<file path="config.mk">
export PLATFORM = sky130hd
export DESIGN_NAME = conv_mem_arbiter
export DESIGN_NICKNAME = d
export VERILOG_FILES = /design/src/rtl/conv_mem_arbiter.sv
export SDC_FILE = /design/constraint.sdc
export NUM_CORES = 1
export LEC_CHECK = 0
export BUFFER_PORTS_ARGS = -buffer_cell sky130_fd_sc_hd__buf_2
export CAP_MARGIN = 40
export CORE_AREA = 3 3 84 86
export DETAILED_ROUTE_END_ITERATION = 16
export DIE_AREA = 0 0 87 89
export HOLD_SLACK_MARGIN = 0.15
export PLACE_DENSITY = 0.63
export SLEW_MARGIN = 15
export SYNTH_ARGS = -nofsm -noshare
export SYNTH_HDL_FRONTEND = slang
export SYNTH_SLANG_ARGS = --single-unit
</file>
<file path="constraint.sdc">
create_clock -name clk -period 2 [get_ports clk]
set_input_delay 0.4 -clock clk [delete_from_list [all_inputs] [get_ports clk]]
set_output_delay 0.4 -clock clk [all_outputs]
set_load 0.05 [all_outputs]
</file>
<file path="src/rtl/conv_mem_arbiter.sv">
// Single-port SRAM arbiter sharing the conv1d scratch memory between the accelerator and the MCU.
// Optional MCU starvation guard enabled by defining CONV_ARB_STARVE_GUARD_EN.
module conv_mem_arbiter #(
  parameter int unsigned ADDR_W   = 10,
  parameter int unsigned DATA_W   = 32,
  parameter int unsigned MAX_WAIT = 8
) (
  input  logic              clk,
  input  logic              rst,
  input  logic              acc_active,
  input  logic              acc_req,
  input  logic              acc_we,
  input  logic [ADDR_W-1:0] acc_addr,
  input  logic [DATA_W-1:0] acc_wdata,
  output logic              acc_gnt,
  output logic              acc_rvalid,
  input  logic              mcu_req,
  input  logic              mcu_we,
  input  logic [ADDR_W-1:0] mcu_addr,
  input  logic [DATA_W-1:0] mcu_wdata,
  output logic              mcu_gnt,
  output logic              mcu_rvalid,
  output logic [DATA_W-1:0] rdata,
  output logic              mem_req,
  output logic              mem_we,
  output logic [ADDR_W-1:0] mem_addr,
  output logic [DATA_W-1:0] mem_wdata,
  input  logic [DATA_W-1:0] mem_rdata,
  input  logic              stat_clr,
  output logic [15:0]       conflict_cnt
);

  localparam int unsigned CNT_W   = 16;
  localparam int unsigned WAIT_W  = 8;
  localparam logic [CNT_W-1:0] CNT_MAX = '1;

  // Out-of-range MAX_WAIT leaves an empty marker block in the elaborated hierarchy.
  if (MAX_WAIT == 0 || MAX_WAIT > 255) begin : g_max_wait_out_of_range
  end

  logic             force_mcu;
  logic             acc_rvalid_d, acc_rvalid_q;
  logic             mcu_rvalid_d, mcu_rvalid_q;
  logic [CNT_W-1:0] conflict_cnt_d, conflict_cnt_q;

`ifdef CONV_ARB_STARVE_GUARD_EN
  localparam logic [WAIT_W-1:0] WAIT_LIMIT = WAIT_W'(MAX_WAIT);

  logic [WAIT_W-1:0] mcu_wait_d, mcu_wait_q;

  assign force_mcu = acc_active & mcu_req & (mcu_wait_q == WAIT_LIMIT);

  // Cycles the MCU has been kept waiting; cleared on grant or idle.
  always_comb begin
    mcu_wait_d = '0;
    if (mcu_req && !mcu_gnt) begin
      mcu_wait_d = (mcu_wait_q == WAIT_LIMIT) ? mcu_wait_q : mcu_wait_q + WAIT_W'(1);
    end
  end

  always_ff @(posedge clk) begin
    if (rst) begin
      mcu_wait_q <= '0;
    end else begin
      mcu_wait_q <= mcu_wait_d;
    end
  end
`else
  assign force_mcu = 1'b0;
`endif

  // Same-cycle grant; priority follows acc_active, nothing is granted during reset.
  always_comb begin
    acc_gnt = 1'b0;
    mcu_gnt = 1'b0;
    if (!rst) begin
      if (acc_active) begin
        acc_gnt = acc_req & ~force_mcu;
        mcu_gnt = mcu_req & (~acc_req | force_mcu);
      end else begin
        mcu_gnt = mcu_req;
        acc_gnt = acc_req & ~mcu_req;
      end
    end
  end

  // SRAM command mux; idle bus is driven to zero.
  always_comb begin
    mem_req   = acc_gnt | mcu_gnt;
    mem_we    = 1'b0;
    mem_addr  = '0;
    mem_wdata = '0;
    if (acc_gnt) begin
      mem_we    = acc_we;
      mem_addr  = acc_addr;
      mem_wdata = acc_wdata;
    end else if (mcu_gnt) begin
      mem_we    = mcu_we;
      mem_addr  = mcu_addr;
      mem_wdata = mcu_wdata;
    end
  end

  always_comb begin
    acc_rvalid_d   = acc_gnt & ~acc_we;
    mcu_rvalid_d   = mcu_gnt & ~mcu_we;
    conflict_cnt_d = conflict_cnt_q;
    if (stat_clr) begin
      conflict_cnt_d = '0;
    end else if (acc_req && mcu_req && (conflict_cnt_q != CNT_MAX)) begin
      conflict_cnt_d = conflict_cnt_q + CNT_W'(1);
    end
  end

  always_ff @(posedge clk) begin
    if (rst) begin
      acc_rvalid_q   <= 1'b0;
      mcu_rvalid_q   <= 1'b0;
      conflict_cnt_q <= '0;
    end else begin
      acc_rvalid_q   <= acc_rvalid_d;
      mcu_rvalid_q   <= mcu_rvalid_d;
      conflict_cnt_q <= conflict_cnt_d;
    end
  end

  assign acc_rvalid   = acc_rvalid_q;
  assign mcu_rvalid   = mcu_rvalid_q;
  assign conflict_cnt = conflict_cnt_q;
  assign rdata        = mem_rdata;

endmodule

</file>
# After elaboration in Yosys (flattened, before gate mapping)
# Cells that the tools add are included.
[totals] input_bits=124 word_cells=27 output_inout_bits=96 latchBits=0 mem_bits_rw=0 reg_bits=18 mem_bits_ro=0 mem_count=0
[classes] bitwise_logic=9 n_eq_ne=1 n_mul=0 n_reduce_logical=3 order_cmp=0 n_mux=10 n_div=0 shifts=0 add_sub_neg=1
[op_table] operator="2-to-1 mux 32 bit" n=2
[op_table] operator="2-to-1 mux 10 bit" n=2
[op_table] operator="adder 16 x 1 -> 16 bit (second input constant)" n=1
[op_table] operator="inequality test 16 bit (second input constant)" n=1
[op_table] operator="2-to-1 mux 1 bit" n=6
[op_table] operator="AND 1 bit" n=4
[op_table] operator="inverter 1 bit" n=4
[op_table] operator="logical AND 1 bit" n=2
[op_table] operator="OR reduction 2 bit" n=1
[op_table] operator="bitwise OR 1 bit" n=1

# Depth between registers and ports, before layout
# Gate-level depths: netlist of the first run.
[logic_depth] word_depth=6 depth_mapped=6 depth_no_buf=5

# Worst setup path before layout of the first run
# Ideal clock, no wire load.
[synth_timing] kind="input to output" start="in mcu_req" end="out mem_addr[1]" required_time_ns=1.600 setup_slack_ns=-0.475 arrival_time_ns=2.075 path_stages=5 path_cell_list="inv_1 -> o211a_1 -> clkbuf_1 -> buf_1 -> a22o_1"
[synth_via] elab_chain_cells=5 elab_cells_between_ends=9 cone_classes="6 x mux; 3 x bitwise"
[synth_lines] item="start: declaration" line="17" source="input logic mcu_req,"
[synth_lines] item="inverter 1 bit" line="82" source="acc_gnt = acc_req & ~mcu_req;"
[synth_lines] item="AND 1 bit" line="82"
[synth_lines] item="2-to-1 mux 1 bit" line="77" source="if (acc_active) begin"
[synth_lines] item="2-to-1 mux 1 bit" line="76" source="if (!rst) begin"
[synth_lines] item="net acc_gnt" line="15" source="output logic acc_gnt,"
[synth_lines] item="2-to-1 mux 10 bit" line="93" source="if (acc_gnt) begin"
[synth_lines] item="end: declaration" line="26" source="output logic [ADDR_W-1:0] mem_addr,"
# The timed path passes the listed nets, and every way through them passes these cells.

# Worst setup path in the final report of the first run
[layout_timing] start="in mcu_req" end="out mem_req"
[layout_via] elab_chain_cells=5 elab_cells_between_ends=8 cone_classes="4 x mux; 4 x bitwise"
[layout_lines] item="inverter 1 bit" line="82"
[layout_lines] item="AND 1 bit" line="82"
[layout_lines] item="2-to-1 mux 1 bit" line="77"
[layout_lines] item="2-to-1 mux 1 bit" line="76"
[layout_lines] item="bitwise OR 1 bit *" line="89" source="mem_req = acc_gnt | mcu_gnt;"
[layout_lines] item="end: declaration" line="24" source="output logic mem_req,"
# Every way passes the cells marked *; elsewhere a longest branch is shown, timed or not.

==> results of run 1 <==
==> final cells by class <==
type | instances | area, um^2
Fill cell | 676 | 3973
Multi-Input combinational cell | 123 | 939.7
Timing Repair Buffer | 162 | 898.4
Sequential cell | 18 | 372.9
Tap cell | 77 | 96.34
Clock buffer | 4 | 55.05
Inverter | 4 | 15.01
==> registers in the layout, summed over array words and instances, names as in the netlist <==
signal	cells
mcu_rvalid	1
acc_rvalid	1
conflict_cnt	16
==> metal layers <==
metal	GRT usage (%)	up-vias	wire length, um	part of all wire (%)
met5	7.143	-	81	1.1
met4	4.816	2	99	1.4
met3	11.06	11	1149	16
met2	27.26	123	3166	44
met1	20.74	895	2755	38
li1	-	941	-	-
==> path summary, 6_finish.rpt <==
path	startpoint	endpoint	slack, ns
worst min register to register	conflict_cnt[10]$_SDFFE_PP0P_	conflict_cnt[10]$_SDFFE_PP0P_	0.48
worst max-delay path	mcu_req	mem_req	0.07
worst min-delay path	acc_we	acc_rvalid$_SDFF_PP0_	0.32
worst max register to register	conflict_cnt[0]$_SDFFE_PP0P_	conflict_cnt[14]$_SDFFE_PP0P_	0.19
==> worst reg2reg max path, delay by kind of cell, from the launching register on <==
family | cells | cell delay [ns]
simple gates | 3 | 1.02
flops | 1 | 0.38
fa+ha+maj | 1 | 0.20
compound gates | 1 | 0.14
==> cell usage after synthesis, types with 2 or more instances <==
| master | count |
|---|---|
| a21oi_1 | 12 |
| a22o_1 | 43 |
| buf_4 | 33 |
| clkbuf_1 | 11 |
| dfxtp_1 | 18 |
| inv_1 | 4 |
| mux2i_1 | 2 |
| nand2_1 | 9 |
| nand3_1 | 4 |
| nand4_1 | 3 |
| nor2_1 | 5 |
| nor2b_1 | 2 |
| nor4_1 | 2 |
| o21ai_0 | 7 |
| o31ai_1 | 4 |
| o41ai_1 | 2 |
| or2_2 | 2 |
| or3_1 | 11 |
| or4_1 | 4 |
==> logic make-up (layout without fill, tap and decap cells) <==
family / count (synthesis) / in the layout / share of synthesized area [%]
flops: 18 / 18 / 23.21
compound gates: 72 / 72 / 36.50
fa+ha+maj: 1 / 1 / 0.8057
simple gates: 47 / 47 / 17.81
buf+inv: 49 / 170 / 19.82
mux: 2 / 2 / 1.289
xor+xnor: 1 / 1 / 0.5642
==> stage by stage <==
step / TNS (ns) / utilization (%)
6_report: 0 / 37.44
5_1_grt: 0 / 37.44
4_1_cts: 0 / 37.44
3_5_place_dp: 0 / 36.57
3_3_place_gp: 0 / 36.57
2_1_floorplan: -0.04439 / -
==> power by group <==
group | internal (mW) | switching, mW | total, mW
Clock | 0.175 | 0.121 | 0.296
Sequential | 0.361 | 0.00170 | 0.362
Combinational | 0.188 | 0.350 | 0.538
==> impl_metrics.env, run 1 <==
export IMPL_status="complete, no violations"
export IMPL_drt_initial_drc_count=52
export IMPL_end_kind="output port"
export IMPL_worst_r2r_cell_count=5
export IMPL_grt_max_degree=35
export IMPL_synth_top_area_share_pct=24.25
export IMPL_layout_commonest_cell="buf_2"
export IMPL_setup_viol=0
export IMPL_crit_path_start_kind="input port"
export IMPL_grt_pass1_vias=1862
export IMPL_grt_pass1_wl_um=10610
export IMPL_cts_resized=0
export IMPL_viasPerCell=5.082
export IMPL_dieArea_um2=7743
export IMPL_hold_viol=0
export IMPL_most_common_layout_cells="buf_2, a22o_2, a21oi_1"
export IMPL_initial_core_util_pct=24.45
export IMPL_cts_tree="built"
export IMPL_finalCriticalPeriod_ns=1.925
export IMPL_cpMostUsedCell="buf_2"
export IMPL_post_place_cells=384
export IMPL_cap_violations=0
export IMPL_powerDensity_nw_per_um2=503.1
export IMPL_routed_wl_um=7253
export IMPL_cp_slowest_cell="or2_2"
export IMPL_ys_flop_type="dfxtp_1"
export IMPL_nNetsFinal=437
export IMPL_netlist_top_cell_by_area="a22o_1"
export IMPL_grt_use_total_pct=17.98
export IMPL_finalNonFillerCells=388
export IMPL_max_freq_mhz=519.5
export IMPL_placed_cell_area_um2=2322
export IMPL_die_w_um=87
export IMPL_area_delta_synth_final_pct=53.10
export IMPL_power_leakage_nw=1.212
export IMPL_ctsHtreeMaxLevel=1
export IMPL_grt_overflow_total=0
export IMPL_async_flop_share_pct=0
export IMPL_avgSynthCellArea_um2=8.172
export IMPL_crit_cells=6
export IMPL_post_drt_wl_per_cell_um=18.69
export IMPL_finish_instance_area_um2=2377
export IMPL_cp_cell_sequence="buf_2 > inv_1 > o211a_1 > buf_12 > or2_2 > buf_2"
export IMPL_cts_sinks=18
export IMPL_hold_path_class="input port to flop"
export IMPL_crit_required_ns=1.60
export IMPL_power_mw=1.196
export IMPL_synth_seq_cells=18
export IMPL_path_clk_slew_ns=0.06
export IMPL_clk_path_buf_depth=2
export IMPL_clock_latency_ns=0.26
export IMPL_ios=220
export IMPL_diodes=0
export IMPL_core_area_um2=6350
export IMPL_portBuffers=155
export IMPL_yosys_top_cells_area="a22o_1, dfxtp_1, buf_4"
export IMPL_rsz0062_at_grt="no"
export IMPL_arrival_ns=1.53
export IMPL_worst_pin_slew_ns=0.3742
export IMPL_postCtsHoldBufs=0
export IMPL_cts_buffers=3
export IMPL_place_ws_ns=0.06745
export IMPL_fin_skew_ns=0.005377
export IMPL_ir_worst_vdd_uv=256.5
export IMPL_drt_pass1_iterations=4
export IMPL_synth_cells=190
export IMPL_ys_warn_count=0
export IMPL_place_gp_congestion=0.8568
export IMPL_num_vias=1972
export IMPL_path_delay_family="buffers and inverters"
export IMPL_cts_root_buffer="clkbuf_8"
export IMPL_num_rows=29
export IMPL_cp_slowest_stage_delay_ns=0.29
export IMPL_synthesis_area_um2=1553
export IMPL_crit_path_max_fanout=34
export IMPL_drc=0
export IMPL_yosysUniqueCellTypes=31
export IMPL_critPathBufInv=4
export IMPL_fin_crit_sh_pct=96.25
export IMPL_post_cts_buffers=0
export IMPL_critPathKind="input port to output port"
export IMPL_holdWs_ns=0.3231
export IMPL_hold_depth=2
export IMPL_setup_ws_ns=0.07496
export IMPL_drive_gt1_share_pct=71.06
export IMPL_drt_antenna_violating_nets=0
export IMPL_antenna_found_initial=0
export IMPL_finalMaxSlewViolations=0
export IMPL_hpwl_um=6329
export IMPL_synth_edff_count=0
export IMPL_ys_seq_area_share_pct=23.21
export IMPL_synth_nets=315
export IMPL_maxSlewHeadroom_pct=74.82
export IMPL_dieHeight_um=89
Note: power is estimated with default switching activity, not from simulation.
==> run 2, diff against run 1 <==
--- a/config.mk
+++ b/config.mk
@@ -5,13 +5,14 @@
 export SDC_FILE = /design/constraint.sdc
 export NUM_CORES = 1
 export LEC_CHECK = 0
+export ABC_AREA = 1
 export BUFFER_PORTS_ARGS = -buffer_cell sky130_fd_sc_hd__buf_2
 export CAP_MARGIN = 40
 export CORE_AREA = 3 3 84 86
 export DETAILED_ROUTE_END_ITERATION = 16
 export DIE_AREA = 0 0 87 89
 export HOLD_SLACK_MARGIN = 0.15
-export PLACE_DENSITY = 0.63
+export PLACE_DENSITY = 0.69
 export SLEW_MARGIN = 15
 export SYNTH_ARGS = -nofsm -noshare
 export SYNTH_HDL_FRONTEND = slang
==> constraint.sdc (replaced) <==
create_clock -name clk -period 1.6 [get_ports clk]
set_input_delay 0.32 -clock clk [delete_from_list [all_inputs] [get_ports clk]]
set_output_delay 0.32 -clock clk [all_outputs]
set_load 0.05 [all_outputs]
==> run 2 against run 1 <==
Against the previous run: the run now ends with setup timing left; design area rose by 40%; total power rose by 59%; clock skew up 0.0020 ns; clock power up 18%; final cell count rose by 23%; hold slack got worse by 0.10 ns; wire length is 18% higher; critical path depth grew 1; synthesized cell count increased by 37%; sequential power rose by 30%; largest power group unchanged; highest routed layer is now met4.
==> impl_metrics.env, run 2 <==
export IMPL_status="finished with violations"
export IMPL_failed_checks="setup timing"
export IMPL_rrSetupSlack_ns=0.15
export IMPL_most_common_layout_cells="buf_2, nand2_1, nor2_1"
export IMPL_setup_ws_ns=-0.05951
export IMPL_drt_initial_drc_count=142
export IMPL_setup_tns_ns=-1.533
export IMPL_yosysUniqueCellTypes=25
export IMPL_p_int_mw=1.095
export IMPL_synth_edff_count=0
export IMPL_dieHeight_um=89
export IMPL_dieArea_um2=7743
export IMPL_p_switching_mw=0.8106
export IMPL_num_vias=2298
export IMPL_place_gp_congestion=0.8000
export IMPL_ys_flop_type="dfxtp_1"
export IMPL_ys_seq_area_share_pct=20.75
export IMPL_synth_seq_cells=18
export IMPL_core_area_um2=6350
export IMPL_cts_tree="built"
export IMPL_area_delta_synth_final_pct=92.00
export IMPL_die_w_um=87
export IMPL_powerDensity_nw_per_um2=571.4
export IMPL_grt_pass1_wl_um=11110
export IMPL_synth_common_cells="nand2_1, nor2_1, a22o_1"
export IMPL_layout_commonest_cell="buf_2"
export IMPL_critPathKind="input port to output port"
export IMPL_antenna_found_initial=0
export IMPL_grt_max_degree=31
export IMPL_avgSynthCellArea_um2=6.654
export IMPL_maxSlewHeadroom_pct=82.26
export IMPL_sequentialPowerShare_pct=24.7
export IMPL_hpwl_um=6208
export IMPL_drt_antenna_violating_nets=0
export IMPL_clock_latency_ns=0.27
export IMPL_crit_path_start_kind="input port"
export IMPL_yosysMostFrequentCell="nand2_1"
export IMPL_yosys_top_cells_area="a22o_1, dfxtp_1, buf_4"
export IMPL_use_met1_pct=22.37
export IMPL_netlist_top_cell_by_area="a22o_1"
export IMPL_drive_gt1_share_pct=62.75
export IMPL_setup_viol=42
export IMPL_power_leakage_nw=1.714
export IMPL_finish_utilization_pct=52.51
export IMPL_ys_warn_count=0
export IMPL_hold_path_class="input port to flop"
export IMPL_grt_busiest_layer="met2"
export IMPL_cts_root_buffer="clkbuf_8"
export IMPL_routed_wl_um=8546
export IMPL_ios=220
export IMPL_grt_util_met2_pct=32.44
export IMPL_synth_top_area_share_pct=21.18
export IMPL_rsz0062_at_grt="yes"
export IMPL_grt_use_total_pct=18.84
export IMPL_holdWs_ns=0.2213
export IMPL_fin_crit_sh_pct=103.7
export IMPL_use_met3_pct=4.147
export IMPL_crit_required_ns=1.28
export IMPL_cts_buffers=3
export IMPL_clockPowerShare_pct=18.3
export IMPL_num_rows=29
export IMPL_finalMaxSlewViolations=0
export IMPL_grt_overflow_total=0
export IMPL_crit_path_max_fanout=19
export IMPL_fin_skew_ns=0.007369
export IMPL_hold_viol=0
export IMPL_synth_cells=261
export IMPL_synth_nets=386
export IMPL_p_sw_share_pct=42.54
export IMPL_drt_pass1_iterations=4
export IMPL_worst_pin_slew_ns=0.2679
export IMPL_ctsHtreeMaxLevel=1
export IMPL_finalCriticalPeriod_ns=1.660
export IMPL_cts_sinks=18
export IMPL_arrival_ns=1.34
export IMPL_power_mw=1.905
export IMPL_max_freq_mhz=602.6
export IMPL_clk_path_buf_depth=2
export IMPL_end_kind="output port"
export IMPL_async_flop_share_pct=0
export IMPL_grt_pass1_vias=2110
export IMPL_drc=0
export IMPL_combPwrFrac_pct=57.0
export IMPL_nNetsFinal=526
export IMPL_diodes=0
export IMPL_largest_reg_flops=16
export IMPL_portBuffers=155
export IMPL_viasPerCell=4.818
export IMPL_cap_violations=0
export IMPL_synthesis_area_um2=1737
export IMPL_post_drt_wl_per_cell_um=17.92
export IMPL_path_clk_slew_ns=0.07
export IMPL_ir_worst_vdd_uv=310.3
export IMPL_initial_core_util_pct=27.35
## run 2: changes by cell type after synthesis, sizes merged, moves of 3 or more
cell and delta:
a21oi -9, o41ai -3, o31ai -4, nor2 +45, xor2 +3, clkbuf -5, inv +17, or3 -11
nand2 +52, or4 -5
## run 2: repair_timing
action,CTS,global route
hold buffers,0,0
setup buffers,3,2
endpoints found under the setup margin,45,48
gates cloned,2,3
resized for setup,90,31
pin swaps,2,4
## run 2: worst max-delay path, cell delays in order
cell	delay, ns
buf_8	0.08
buf_6	0.09
nand2_4	0.05
a21oi_4	0.19
buf_6	0.23
a22o_2	0.17
buf_4	0.19
## run 2: path summary, 6_finish.rpt
path,from,end,cells past startpoint
worst max-delay path,acc_req,mem_addr[1],7
worst min-delay path,mcu_we,mcu_rvalid$_SDFF_PP0_,2
worst max register to register,conflict_cnt[0]$_SDFFE_PP0P_,conflict_cnt[3]$_SDFFE_PP0P_,10
worst min register to register,conflict_cnt[8]$_SDFFE_PP0P_,conflict_cnt[8]$_SDFFE_PP0P_,2
## run 2: cell type report
cell class                      instances  area (um^2)
Sequential cell                        18        377.9
Fill cell                             577         3015
Clock inverter                          1        3.754
Tap cell                               77        96.34
Timing Repair Buffer                  177         1428
Multi-Input combinational cell        179         1297
Clock buffer                            3        41.29
Inverter                               22        90.09
## run 2: kinds of logic after synthesis
logic type               after synthesis  share of synthesized area [%]
AND/OR/NAND/NOR                      119                          28.67
XOR/XNOR                               6                          3.026
flip-flops                            18                          20.75
adder cells (fa/ha/maj)                1                         0.7203
buffers and inverters                 64                          21.40
AO/OA/AOI/OAI                         53                          25.43
## run 2: metal layers
metal / share of wire [%] / wire length (um) / vias to the layer above
li1: - / - / 1115
met1: 37 / 3153 / 1035
met2: 52 / 4475 / 132
met3: 8.6 / 734 / 16
met4: 2.1 / 182 / 0
met5: 0 / 0 / -
## run 2: stage by stage
step / instances / cell area [um^2] / worst slack, ns
global route: 477 / 3334 / -0.08865
finish: 477 / 3334 / -0.05951
CTS: 472 / 3088 / -0.03192
floorplan: 261 / 1897 / -0.09197
detailed placement: 464 / 2700 / -0.2581
global placement: 464 / 2700 / -0.2485
## run 2: power by group through the flow
stage                     clock, mW  combinational (mW)  sequential (mW)
after floorplan                   0               0.724            0.518
after global placement            0               0.860            0.480
after detailed placement          0               0.864            0.480
after CTS                     0.351                1.00            0.470
after global routing          0.379                1.13            0.473
final                         0.348                1.09            0.471
==> run 3, diff against run 2 <==
--- a/config.mk
+++ b/config.mk
@@ -12,7 +12,7 @@
 export DETAILED_ROUTE_END_ITERATION = 16
 export DIE_AREA = 0 0 87 89
 export HOLD_SLACK_MARGIN = 0.15
-export PLACE_DENSITY = 0.69
+export PLACE_DENSITY = 0.77
 export SLEW_MARGIN = 15
 export SYNTH_ARGS = -nofsm -noshare
 export SYNTH_HDL_FRONTEND = slang
==> run 3 against run 2 <==
Against the previous run: the run still ends with setup timing left; register-to-register slack got worse by 0.02 ns; core utilization increased by 0.32 points; flip-flop and latch count unchanged; wire length decreased by 1.5%; sequential power about the same; via count increased by 1.5%; hold slack improved by 0.00069 ns; design area increased by 0.60%; total power increased by 0.26%; clock skew decreased by 0.0041 ns; combinational power about the same; largest cell class unchanged.
==> impl_metrics.env, run 3 (synthesis gave the netlist of run 2 again) <==
export IMPL_setup_viol=34
export IMPL_finalMaxSlewViolations=0
export IMPL_grt_max_degree=26
export IMPL_crit_required_ns=1.28
export IMPL_fin_crit_sh_pct=102.9
export IMPL_core_area_um2=6350
export IMPL_drt_initial_drc_count=104
export IMPL_layout_commonest_cell="buf_2"
export IMPL_diodes=0
export IMPL_ir_worst_vdd_uv=305.0
export IMPL_fin_skew_ns=0.003285
export IMPL_dieArea_um2=7743
export IMPL_grt_util_met2_pct=31.82
export IMPL_multi_input_area_um2=1265
export IMPL_cp_slowest_cell="a22o_4"
export IMPL_finalCriticalPeriod_ns=1.646
export IMPL_hpwl_um=6306
export IMPL_crit_path_start_kind="input port"
export IMPL_hold_path_class="input port to flop"
export IMPL_status="finished with violations"
export IMPL_ios=220
export IMPL_worst_pin_slew_ns=0.2975
export IMPL_finish_utilization_pct=52.83
export IMPL_drc=0
export IMPL_cap_violations=0
export IMPL_cp_cell_sequence="buf_8 > buf_6 > nand2_4 > a21oi_4 > buf_6 > clkbuf_16 > a22o_4 > buf_8"
export IMPL_rsz0062_at_grt="yes"
export IMPL_portBuffers=155
export IMPL_crit_path_max_fanout=5
export IMPL_clk_path_buf_depth=2
export IMPL_drt_antenna_violating_nets=0
export IMPL_powerDensity_nw_per_um2=569.5
export IMPL_grt_use_total_pct=18.65
export IMPL_setup_ws_ns=-0.04646
export IMPL_most_common_layout_cells="buf_2, nand2_1, nor2_1"
export IMPL_routed_wl_um=8417
export IMPL_drive_gt1_share_pct=63.37
export IMPL_drt_pass1_iterations=4
export IMPL_failed_checks="setup timing"
export IMPL_dieHeight_um=89
export IMPL_grt_pass1_wl_um=11180
export IMPL_grt_overflow_total=0
export IMPL_cts_sinks=18
export IMPL_area_delta_synth_final_pct=93.16
export IMPL_cts_root_buffer="clkbuf_8"
export IMPL_use_met1_pct=22.88
export IMPL_cp_slowest_stage_delay_ns=0.25
export IMPL_seqCellArea_um2=377.9
export IMPL_power_leakage_nw=1.727
export IMPL_nNetsFinal=530
export IMPL_ctsHtreeMaxLevel=1
export IMPL_hold_viol=0
export IMPL_setup_tns_ns=-0.8183
export IMPL_grt_pass1_vias=2176
export IMPL_clock_latency_ns=0.27
export IMPL_place_gp_congestion=0.9290
export IMPL_max_freq_mhz=607.4
export IMPL_cts_buffers=3
export IMPL_critPathKind="input port to output port"
export IMPL_path_clk_slew_ns=0.07
export IMPL_num_vias=2333
export IMPL_end_kind="output port"
export IMPL_viasPerCell=4.850
export IMPL_fill_cells=561
export IMPL_cts_tree="built"
export IMPL_maxSlewHeadroom_pct=80.09
export IMPL_num_rows=29
export IMPL_initial_core_util_pct=27.35
export IMPL_use_met3_pct=4.055
export IMPL_post_drt_wl_per_cell_um=17.50
export IMPL_grt_busiest_layer="met2"
export IMPL_arrival_ns=1.33
export IMPL_antenna_found_initial=0
export IMPL_largest_reg_flops=16
export IMPL_die_w_um=87
-- run 3: cell types whose count changed in the layout (fill, tap and decap cells not counted), sizes merged --
cell	change
inv	+1
clkbuf	+1
clkinv	-1
buf	+3
-- run 3: metrics by stage --
step	hold slack [ns]	area (um^2)	instances	setup slack (ns)	power (mW)
floorplan	0.3924	1897	261	-0.09197	1.242
global placement	0.4669	2678	467	-0.1952	1.315
detailed placement	0.4887	2678	467	-0.2133	1.327
CTS	0.2212	3099	473	-0.04650	1.822
global route	0.2351	3354	481	-0.06030	1.983
finish	0.2219	3354	481	-0.04646	1.910
-- run 3: worst max-delay path: cells and delay by family --
family          cells  cell delay (ns)
buf+inv             5             0.64
compound gates      2             0.30
simple gates        1             0.05
-- run 3: final cells by class --
class / count / share of cell area, %
timing repair buffer: 181 / 44.05
multi-input combinational: 179 / 37.71
sequential: 18 / 11.26
tap: 77 / 2.872
inverter: 22 / 2.760
clock buffer: 3 / 1.231
clock inverter: 1 / 0.1119
-- run 3: power breakdown --
group	internal, mW	switching (mW)
clock network	0.172	0.174
registers	0.458	0.0119
logic	0.470	0.624
total	1.10	0.810
-- run 3: path summary, 6_finish.rpt --
kind / from / cells after the start / slack, ns / to
hold / removal: mcu_we / 2 / 0.22 / mcu_rvalid$_SDFF_PP0_
setup reg to reg: conflict_cnt[0]$_SDFFE_PP0P_ / 9 / 0.13 / conflict_cnt[10]$_SDFFE_PP0P_
setup / recovery: acc_req / 8 / -0.05 / mem_wdata[1]
hold reg to reg: conflict_cnt[8]$_SDFFE_PP0P_ / 2 / 0.50 / conflict_cnt[8]$_SDFFE_PP0P_
-- run 3: repair_timing --
| action | in CTS | in global routing |
|---|---|---|
| endpoints found under the setup margin | 45 | 44 |
| hold buffers | 0 | 0 |
| pin swaps | 2 | 4 |
| buffers inserted | 2 | 2 |
| cloned | 0 | 6 |
| gates resized for setup | 113 | 22 |
-- run 3: routing by layer --
layer	vias to the layer above	share of wire, %
li1	1116	-
met1	1074	39
met5	-	0
met2	130	50
met4	0	1.9
met3	13	9.6
